`config.mk`:
```
export PLATFORM = sky130hd
export DESIGN_NAME = c5_ifetch_flat
export DESIGN_NICKNAME = d
export VERILOG_FILES = /design/src/rtl/c5_ifetch_if.sv /design/src/rtl/c5_ifetch.sv /design/src/flat_wrapper.sv
export SDC_FILE = /design/constraint.sdc
export NUM_CORES = 1
export LEC_CHECK = 0
export CAP_MARGIN = 40
export CORE_ASPECT_RATIO = 1.75
export CORE_MARGIN = 2
export CORE_UTILIZATION = 45
export CTS_CLUSTER_DIAMETER = 150
export DETAILED_ROUTE_END_ITERATION = 10
export PLACE_DENSITY = 0.85
export SLEW_MARGIN = 30
export SYNTH_ARGS = -nofsm -noshare
export SYNTH_HDL_FRONTEND = slang
export SYNTH_SLANG_ARGS = --single-unit
```
`constraint.sdc`:
```
create_clock -name I_clk -period 4.1 [get_ports I_clk]
set_input_delay 1.025 -clock I_clk [delete_from_list [all_inputs] [get_ports I_clk]]
set_output_delay 1.025 -clock I_clk [all_outputs]
set_load 0.05 [all_outputs]
```
`src/rtl/c5_ifetch_if.sv`:
```
// Signal bundle between the instruction-fetch stage, the PC block, memory and decode.
// master is the fetch unit; slave is everything around it.
interface c5_ifetch_if #(
    parameter int unsigned WIDTH = 32
);
    logic [31:2]      I_pc_future;
    logic             I_pause_in;
    logic             O_pause_out;
    logic             O_mem_req;
    logic [31:2]      O_mem_addr;
    logic             I_mem_ack;
    logic [WIDTH-1:0] I_mem_rdata;
    logic [31:0]      O_opcode;
    logic             O_opcode_valid;
    logic             O_fetch_err;

    modport master (
        input  I_pc_future, I_pause_in, I_mem_ack, I_mem_rdata,
        output O_pause_out, O_mem_req, O_mem_addr, O_opcode, O_opcode_valid, O_fetch_err
    );

    modport slave (
        output I_pc_future, I_pause_in, I_mem_ack, I_mem_rdata,
        input  O_pause_out, O_mem_req, O_mem_addr, O_opcode, O_opcode_valid, O_fetch_err
    );
endinterface

```
`src/rtl/c5_ifetch.sv`:
```
// Instruction-fetch stage: req/ack read of the opcode at the future PC, with a pause-hold
// state and a bus watchdog that substitutes a NOP and raises a sticky error flag.
module c5_ifetch #(
    parameter int unsigned WIDTH   = 32,
    parameter int unsigned TIMEOUT = 16
) (
    input logic         I_clk,
    input logic         I_rst,
    c5_ifetch_if.master bus
);
    localparam int unsigned CntW = $clog2(TIMEOUT);

    typedef enum logic [1:0] {StIdle, StFetch, StHold} state_e;

    state_e            state_q, state_d;
    logic              mem_req_q, mem_req_d;
    logic [31:2]       mem_addr_q, mem_addr_d;
    logic [31:0]       opcode_q, opcode_d;
    logic              opcode_valid_q, opcode_valid_d;
    logic              fetch_err_q, fetch_err_d;
    logic [CntW-1:0]   count_q, count_d;
    logic              wd_hit;
    logic              done;

    // Ack has priority: the watchdog only counts as a hit when no ack is present.
    assign wd_hit = (state_q == StFetch) && !bus.I_mem_ack && (count_q == CntW'(TIMEOUT - 1));
    assign done   = (state_q == StFetch) && (bus.I_mem_ack || wd_hit);

    always_comb begin
        state_d        = state_q;
        mem_req_d      = mem_req_q;
        mem_addr_d     = mem_addr_q;
        opcode_d       = opcode_q;
        opcode_valid_d = opcode_valid_q;
        fetch_err_d    = fetch_err_q;
        count_d        = count_q;

        unique case (state_q)
            StIdle: begin
                mem_addr_d = bus.I_pc_future;
                mem_req_d  = 1'b1;
                count_d    = '0;
                state_d    = StFetch;
            end
            StFetch: begin
                if (!done) begin
                    count_d        = count_q + CntW'(1);
                    opcode_valid_d = 1'b0;
                end else begin
                    if (bus.I_mem_ack) begin
                        opcode_d = 32'(bus.I_mem_rdata[WIDTH-1:0]);
                    end else begin
                        opcode_d    = '0;
                        fetch_err_d = 1'b1;
                    end
                    opcode_valid_d = 1'b1;
                    if (!bus.I_pause_in) begin
                        mem_addr_d = bus.I_pc_future;
                        mem_req_d  = 1'b1;
                        count_d    = '0;
                        state_d    = StFetch;
                    end else begin
                        mem_req_d = 1'b0;
                        state_d   = StHold;
                    end
                end
            end
            StHold: begin
                if (!bus.I_pause_in) begin
                    mem_addr_d = bus.I_pc_future;
                    mem_req_d  = 1'b1;
                    count_d    = '0;
                    state_d    = StFetch;
                end
            end
            default: state_d = StIdle;
        endcase
    end

    always_ff @(posedge I_clk or posedge I_rst) begin
        if (I_rst) begin
            state_q        <= StIdle;
            mem_req_q      <= 1'b0;
            mem_addr_q     <= '0;
            opcode_q       <= '0;
            opcode_valid_q <= 1'b0;
            fetch_err_q    <= 1'b0;
            count_q        <= '0;
        end else begin
            state_q        <= state_d;
            mem_req_q      <= mem_req_d;
            mem_addr_q     <= mem_addr_d;
            opcode_q       <= opcode_d;
            opcode_valid_q <= opcode_valid_d;
            fetch_err_q    <= fetch_err_d;
            count_q        <= count_d;
        end
    end

    assign bus.O_pause_out    = (state_q == StIdle) || ((state_q == StFetch) && !done);
    assign bus.O_mem_req      = mem_req_q;
    assign bus.O_mem_addr     = mem_addr_q;
    assign bus.O_opcode       = opcode_q;
    assign bus.O_opcode_valid = opcode_valid_q;
    assign bus.O_fetch_err    = fetch_err_q;
endmodule

```
`src/flat_wrapper.sv`:
```
// flat-port wrapper written by rule: the top's interface ports become plain ports
module c5_ifetch_flat 
#(
    parameter int unsigned WIDTH   = 32,
    parameter int unsigned TIMEOUT = 16
)
  (I_clk, I_rst, bus_I_pc_future, bus_I_pause_in, bus_I_mem_ack, bus_I_mem_rdata, bus_O_pause_out, bus_O_mem_req, bus_O_mem_addr, bus_O_opcode, bus_O_opcode_valid, bus_O_fetch_err);
  c5_ifetch_if #(.WIDTH(WIDTH)) bus_i ();
  input logic I_clk;
  input logic I_rst;
  input wire logic [$bits(bus_i.I_pc_future)-1:0] bus_I_pc_future;
  input wire logic [$bits(bus_i.I_pause_in)-1:0] bus_I_pause_in;
  input wire logic [$bits(bus_i.I_mem_ack)-1:0] bus_I_mem_ack;
  input wire logic [$bits(bus_i.I_mem_rdata)-1:0] bus_I_mem_rdata;
  output wire logic [$bits(bus_i.O_pause_out)-1:0] bus_O_pause_out;
  output wire logic [$bits(bus_i.O_mem_req)-1:0] bus_O_mem_req;
  output wire logic [$bits(bus_i.O_mem_addr)-1:0] bus_O_mem_addr;
  output wire logic [$bits(bus_i.O_opcode)-1:0] bus_O_opcode;
  output wire logic [$bits(bus_i.O_opcode_valid)-1:0] bus_O_opcode_valid;
  output wire logic [$bits(bus_i.O_fetch_err)-1:0] bus_O_fetch_err;
  assign bus_i.I_pc_future = bus_I_pc_future;
  assign bus_i.I_pause_in = bus_I_pause_in;
  assign bus_i.I_mem_ack = bus_I_mem_ack;
  assign bus_i.I_mem_rdata = bus_I_mem_rdata;
  assign bus_O_pause_out = bus_i.O_pause_out;
  assign bus_O_mem_req = bus_i.O_mem_req;
  assign bus_O_mem_addr = bus_i.O_mem_addr;
  assign bus_O_opcode = bus_i.O_opcode;
  assign bus_O_opcode_valid = bus_i.O_opcode_valid;
  assign bus_O_fetch_err = bus_i.O_fetch_err;
  c5_ifetch #(.WIDTH(WIDTH), .TIMEOUT(TIMEOUT)) u_core (.I_clk(I_clk), .I_rst(I_rst), .bus(bus_i));
endmodule
```
==> flow_summary.yaml <==
sta:
  maxSlewViolCount: 0
  finalSetupViolations: 0
  rsz0062_at_grt: "no"
  timing.final.crit_share: 0.793
  fin_skew_ns: 0.00807
  finalHoldViolCount: 0
  period_minus_slack_ns: 3.25
  timing.slew.headroom: 0.628
  tightest_slew_ns: 0.556
  clock.fmax_ghz: 0.308
  tns_ns: 0
grt:
  grt_start_max_net_pins: 33
  grt_pass1_wl_mm: 12.2
  antenna_found_initial: 0
  grt_overflow: 0
  grt_usage: 0.225
  grt_pass1_vias: 2320
finish:
  stdcell_count: 423
  nets: 407
  drive_above_1_share: 0.170
  area_growth_pct: 58.7
  n_antenna_cell: 0
routing:
  viasPerCell: 5.29
  drt_iter0_markers: 162
  routedWlPerCell_um: 18.2
  wirelength_mm: 7.68
  drc: 0
  firstDrtPassIters: 4
  vias: 2238
  ant_nets: 0
logic_synthesis:
  synth_edf_count: 0
  synth_top_area_cell: "dfrtp_1"
  synth-seq-cells: 71
  synth_nets: 271
  yosysTopAreaCellShare: 0.599
  syn-cell-area_um2: 2960
  ys_warn_count: 0
  ys_seq_area_frac: 0.599
  synth_common_cells: "dfrtp_1, a22o_1, mux2_4"
  syn_inst: 200
  synthFlopType: "dfrtp_1"
  yosys.cell_count.top_type: "dfrtp_1"
  yosysUniqueCellTypes: 35
  synth.area.top_cells: "dfrtp_1, mux2_4, a22o_1, ha_1, buf_2"
  synthArstFlopShare: 1.00
  avgSynthCellArea_um2: 14.8
cts:
  cts_tree: "built"
  post_cts_buffers: 0
  cts_sinks: 71
  root_buffer: "clkbuf_16"
  cts_buffer_depth: 2
  htreeDepth: 3
  clk_pin_slew_ns: 0.05
  cts_buffers: 9
  worstSkewPairLatency_ns: 0.33
  post_cts_resized: 0
  cts_hold_buf: 0
floorplan:
  die_w_um: 65.4
  coreArea_um2: 6440
  start_util: 0.460
  placementRows: 39
  fp.dieH_um: 111
  ios: 132
  die_area_um2: 7280
setup_path:
  critPathLaunchType: "input pin"
  ff2ff_setup_slack_ns: 1.67
  critPathCaptureType: "primary output"
  worstPathMaxFanout: 8
  path_class: "input pin to primary output"
  critPathRequiredTime_ns: 3.07
  cp_data_arrival_time_ns: 2.23
power_and_ir_drop:
  powerDensity_nw_per_um2: 1050
  vdd_drop_max_mv: 0.559
  power_leakage_nw: 2.12
  p_total_mw: 4.92
hold_path:
  holdCritPathClass: "register to register"
placed_design:
  place_congestion: 0.887
  portBuffers: 131
  placedCellCount: 407
  post-dp-hpwl_mm: 5.57
status:
  status: "finished clean"
flow_run:
  maxCapViolCount: 0
-- cells in the final DEF, fill, tap and decap left out, drive strengths merged, types with 2 or more instances in the layout --
cell type        n
clkdlybuf4s50  130
bufinv           3
nor2             4
mux2            30
inv              4
o2111ai          3
a21o             3
clkbuf          11
a21oi            2
or3              2
nand3            4
nor2b            2
buf              7
o21ai            5
nand2            6
ha               5
dfrtp           71
or3b             2
a22o            33
-- final cells by class --
class	count	area, um2
inverter	4	15.0
sequential	71	1780
tap	82	103
fill	455	1740
multi-input combinational	113	1100
timing repair buffer	137	1370
clock buffer	11	233
clock inverter	5	106
-- routing by layer --
metal | GRT usage | vias up | part of all wire
met5 | 0 | - | 0
met2 | 0.374 | 79 | 0.55
met3 | 0.0475 | 20 | 0.042
li1 | - | 1013 | -
met1 | 0.265 | 1126 | 0.37
met4 | 0.124 | 0 | 0.037
-- sequential cells by signal, summed over array words and instances, names as in the netlist --
name                       cells
u_core.bus.O_fetch_err         1
u_core.bus.O_mem_addr         30
u_core.bus.O_opcode           32
u_core.count_q                 4
u_core.bus.O_mem_req           1
u_core.bus.O_opcode_valid      1
u_core.state_q                 2
-- final timing paths --
kind,endpoint,cells past startpoint,from
max reg2reg,u_core.bus.O_mem_addr[10],6,u_core.state_q[1]
min,u_core.bus.O_fetch_err,1,u_core.bus.O_fetch_err
max,bus_O_pause_out,4,bus_I_mem_ack
min reg2reg,u_core.bus.O_fetch_err,1,u_core.bus.O_fetch_err
max in group asynchronous,u_core.bus.O_opcode[29],4,I_rst
min in group asynchronous,u_core.bus.O_mem_addr[28],2,I_rst
-- where the power goes --
| group | total [mW] | internal [mW] | leakage [nW] | switching, mW |
|---|---|---|---|---|
| clock | 0.877 | 0.595 | 0.160 | 0.282 |
| combinational | 2.82 | 1.12 | 1.10 | 1.70 |
| sequential | 1.22 | 1.03 | 0.863 | 0.193 |
| total | 4.92 | 2.74 | 2.12 | 2.17 |
-- logic make-up (layout without fill, tap and decap cells) --
kind of cell	Yosys count	after routing	synth area share
AOI/OAI and AO/OA	53	53	0.147
DFF	71	71	0.599
and+or+nand+nor	25	25	0.0494
muxes	30	30	0.152
buffers and inverters	16	157	0.0312
adders and majority gates	5	5	0.0211
-- per-stage QoR --
step	utilization	hold WS, ns	cell area, um2	setup WS (ns)
global placement	0.673	0.448	4340	0.930
finish	0.730	0.475	4700	0.848
global route	0.730	0.501	4700	0.780
CTS	0.730	0.478	4700	0.868
detailed placement	0.678	0.462	4360	0.897
floorplan	-	0.485	2960	0.808
-- critical path, stage by stage --
cell             delay [ns]
clkdlybuf4s50_1        0.56
nand2b_1               0.24
o21ai_0                0.17
buf_4                  0.22
Power figures use the tool's default switching activity.
==> edit, RTL diff (same flow settings) <==
Encoding of `state_e`: now one-hot (3 bits for 3 states).
--- a/src/rtl/c5_ifetch.sv
+++ b/src/rtl/c5_ifetch.sv
@@ -10,7 +10,7 @@
 );
     localparam int unsigned CntW = $clog2(TIMEOUT);
 
-    typedef enum logic [1:0] {StIdle, StFetch, StHold} state_e;
+    typedef enum logic [2:0] {StIdle = 3'b001, StFetch = 3'b010, StHold = 3'b100} state_e;
 
     state_e            state_q, state_d;
     logic              mem_req_q, mem_req_d;
Check against the original RTL: no difference found for any inputs over 4 cycles, from zero or initial values and one cycle with I_rst high; so few cycles prove little.
==> edit against the unedited design <==
  * Count of clock-buffer cells in the layout decreased by 1
  * Global-route usage shrank 0.87 points
  * Routed wire length decreased by 0.95%
  * Synthesized area is 1.6% higher
  * Worst setup slack got worse by 0.17 ns
  * Register-to-register slack gained 0.06 ns
  * Via count increased by 0.45%
  * Design area shrank 2.5%
  * Sequential power increased by 4%
  * Total power decreased by 4.4%
  * Sequential cell count grew 1
  * Clock skew shrank 0.0029 ns
  * Clock power shrank 22%
  * Largest power group unchanged
  * Highest routed layer unchanged
==> edit: results (changes against the unedited design) <==
stage,metric,value,unit,change
global_route,use_met3,5.91,%,+1.2 points
route,top_layer,met4,,
synth,ys_top_cells_by_count,"dfrtp_1 (71), a22o_1 (33), mux2_4 (31), buf_2 (6), nand2_1 (6)",,
worst_hold_path,hold_path_end,u_core.bus.O_fetch_err,,
power_and_ir_drop,clkPwrFrac,14.5,%,-3.3 points
route,wl_per_cell,18.2,µm,+0.47%
global_route,grtUsageMet1,25.6,%,-0.93 points
power_and_ir_drop,comb-power,2.75,mW,-2%
route,wl_met1,2890,µm,+2.1%
global_route,grt_use_total,21.6,%,-0.87 points
final_layout,fill_cells,431,,-5.3%
worst_setup_path,r2r_setup_slack,1.73,ns,+0.06 ns
global_route,grt_start_max_net_pins,53,,+61%
route,drt_first_iter_violations,102,,-37%
route,first_pass_iters,4,,unchanged
clock_network,numCtsBuffers,9,,unchanged
clock_network,ctsResizeCount,0,,unchanged
worst_setup_path,worstReg2RegStart,u_core.count_q[0],,
sta,skew,0.00516,ns,-0.00291 ns
worst_hold_path,hold_depth,1,,unchanged
final_layout,layout-drive-gt1-share,16.7,%,-0.29 points
power_and_ir_drop,power_leakage,2.07,nW,-2.5%
clock_network,cts_buffer_depth,2,,unchanged
worst_setup_path,rr_worst_depth,6,,unchanged
route,met2_length,3920,µm,-7.3%
power_and_ir_drop,ir_drop,451,µV,-19%
global_route,grt.met2_usage,35.5,%,-1.9 points
synth,yosysUniqueCellTypes,36,,+2.9%
clock_network,clock_latency,0.32,ns,
synth,ys_warn_count,0,,unchanged
power_and_ir_drop,p_sw,2.13,mW,-2.0%
synth,synthTopCellsByArea,"dfrtp_1 (59%), mux2_4 (15%), a22o_1 (9.6%), buf_12 (2.0%), buf_2 (1.0%)",,
worst_setup_path,cpMaxStageDelayCell,clkdlybuf4s50_1,,
worst_setup_path,crit_fanout,8,,unchanged
worst_setup_path,cp_top_family,buffers and inverters,,
final_layout,nNetsFinal,399,,-2.0%
worst_hold_path,min_from,u_core.bus.O_fetch_err,,
worst_setup_path,worstPathArrival,2.39,ns,+0.16 ns
sta,worstMarginPinSlew,0.679,ns,+0.123 ns
synth,ys_seq_area_share,59.9,%,about the same
placement,port-buffer-count,131,,unchanged
worst_setup_path,r2r-end,u_core.bus.O_mem_addr[3],,
final_layout,largest_reg_flops,32,,unchanged
final_layout,diodes,0,,unchanged
clock_network,path_clk_slew,0.05,ns,about the same
synth,synthesis.nets,268,,-1.1%
worst_setup_path,slowest_delay,0.53,ns,-0.03 ns
global_route,grt_pass1_vias,2360,,+1.7%
global_route,grt_pass1_wl,12000,µm,-2.0%
route,vias_per_cell,5.39,,+1.9%
outcome,status,finished clean,,
synth,netlist_instances,201,,+0.50%
clock_network,ctsHtreeMaxLevel,3,,unchanged
worst_hold_path,hp-class,reg -> reg,,
final_layout,stdcell_count,417,,-1.4%
placement,routabilityCongestion,0.807,,-9.1%
route,met3_length,523,µm,+60%
global_route,antenna_found_initial,0,,unchanged
placement,dp_hpwl,5350,µm,-4.0%
clock_network,post_cts_buffers,0,,unchanged
edit: cell count changes after synthesis, moves of 3 or more:
cell and delta:
buf_12 +3, ha_1 -4, o31ai_1 +3, nor3b_1 +3
buf_6 -3, buf_4 +4, o2111ai_1 -3
edit: final cells by class:
| cell class | count | area [µm²] | area share [%] |
|---|---|---|---|
| timing repair buffer | 134 | 1330 | 29.0 |
| clock buffer | 10 | 239 | 5.21 |
| clock inverter | 4 | 22.5 | 0.491 |
| tap | 82 | 103 | 2.24 |
| sequential | 72 | 1800 | 39.3 |
| multi-input combinational | 113 | 1080 | 23.5 |
| inverter | 2 | 10.0 | 0.218 |
edit: how the worst max path moves through the flow:
stage	slack (ns)	end	start	depth (start not counted)
global route	0.58	bus_O_pause_out	bus_I_mem_ack	5
detailed placement	0.71	bus_O_pause_out	bus_I_mem_ack	5
CTS	0.70	bus_O_pause_out	bus_I_mem_ack	5
global placement	0.76	bus_O_pause_out	bus_I_mem_ack	5
floorplan	1.06	bus_O_pause_out	bus_I_mem_ack	3
finish	0.68	bus_O_pause_out	bus_I_mem_ack	5
edit: metrics by stage:
| stage | cell area [µm²] | worst slack, ns | hold WS [ns] | total power, mW |
|---|---|---|---|---|
| floorplan | 3010 | 1.06 | 0.486 | 3.24 |
| global placement | 4320 | 0.763 | 0.459 | 3.97 |
| global route | 4590 | 0.584 | 0.497 | 4.91 |
| detailed placement | 4330 | 0.707 | 0.470 | 4.03 |
| finish | 4590 | 0.683 | 0.481 | 4.70 |
| CTS | 4590 | 0.699 | 0.486 | 4.74 |
edit: cell families (layout without fill, tap and decap cells):
kind of cell,Yosys count,count (layout),synth area share (%)
fa+ha+maj,1,1,0.416
flops,72,72,59.9
simple gates,26,26,5.20
compound gates,54,54,14.3
mux,32,32,15.8
buf+inv,16,150,4.36
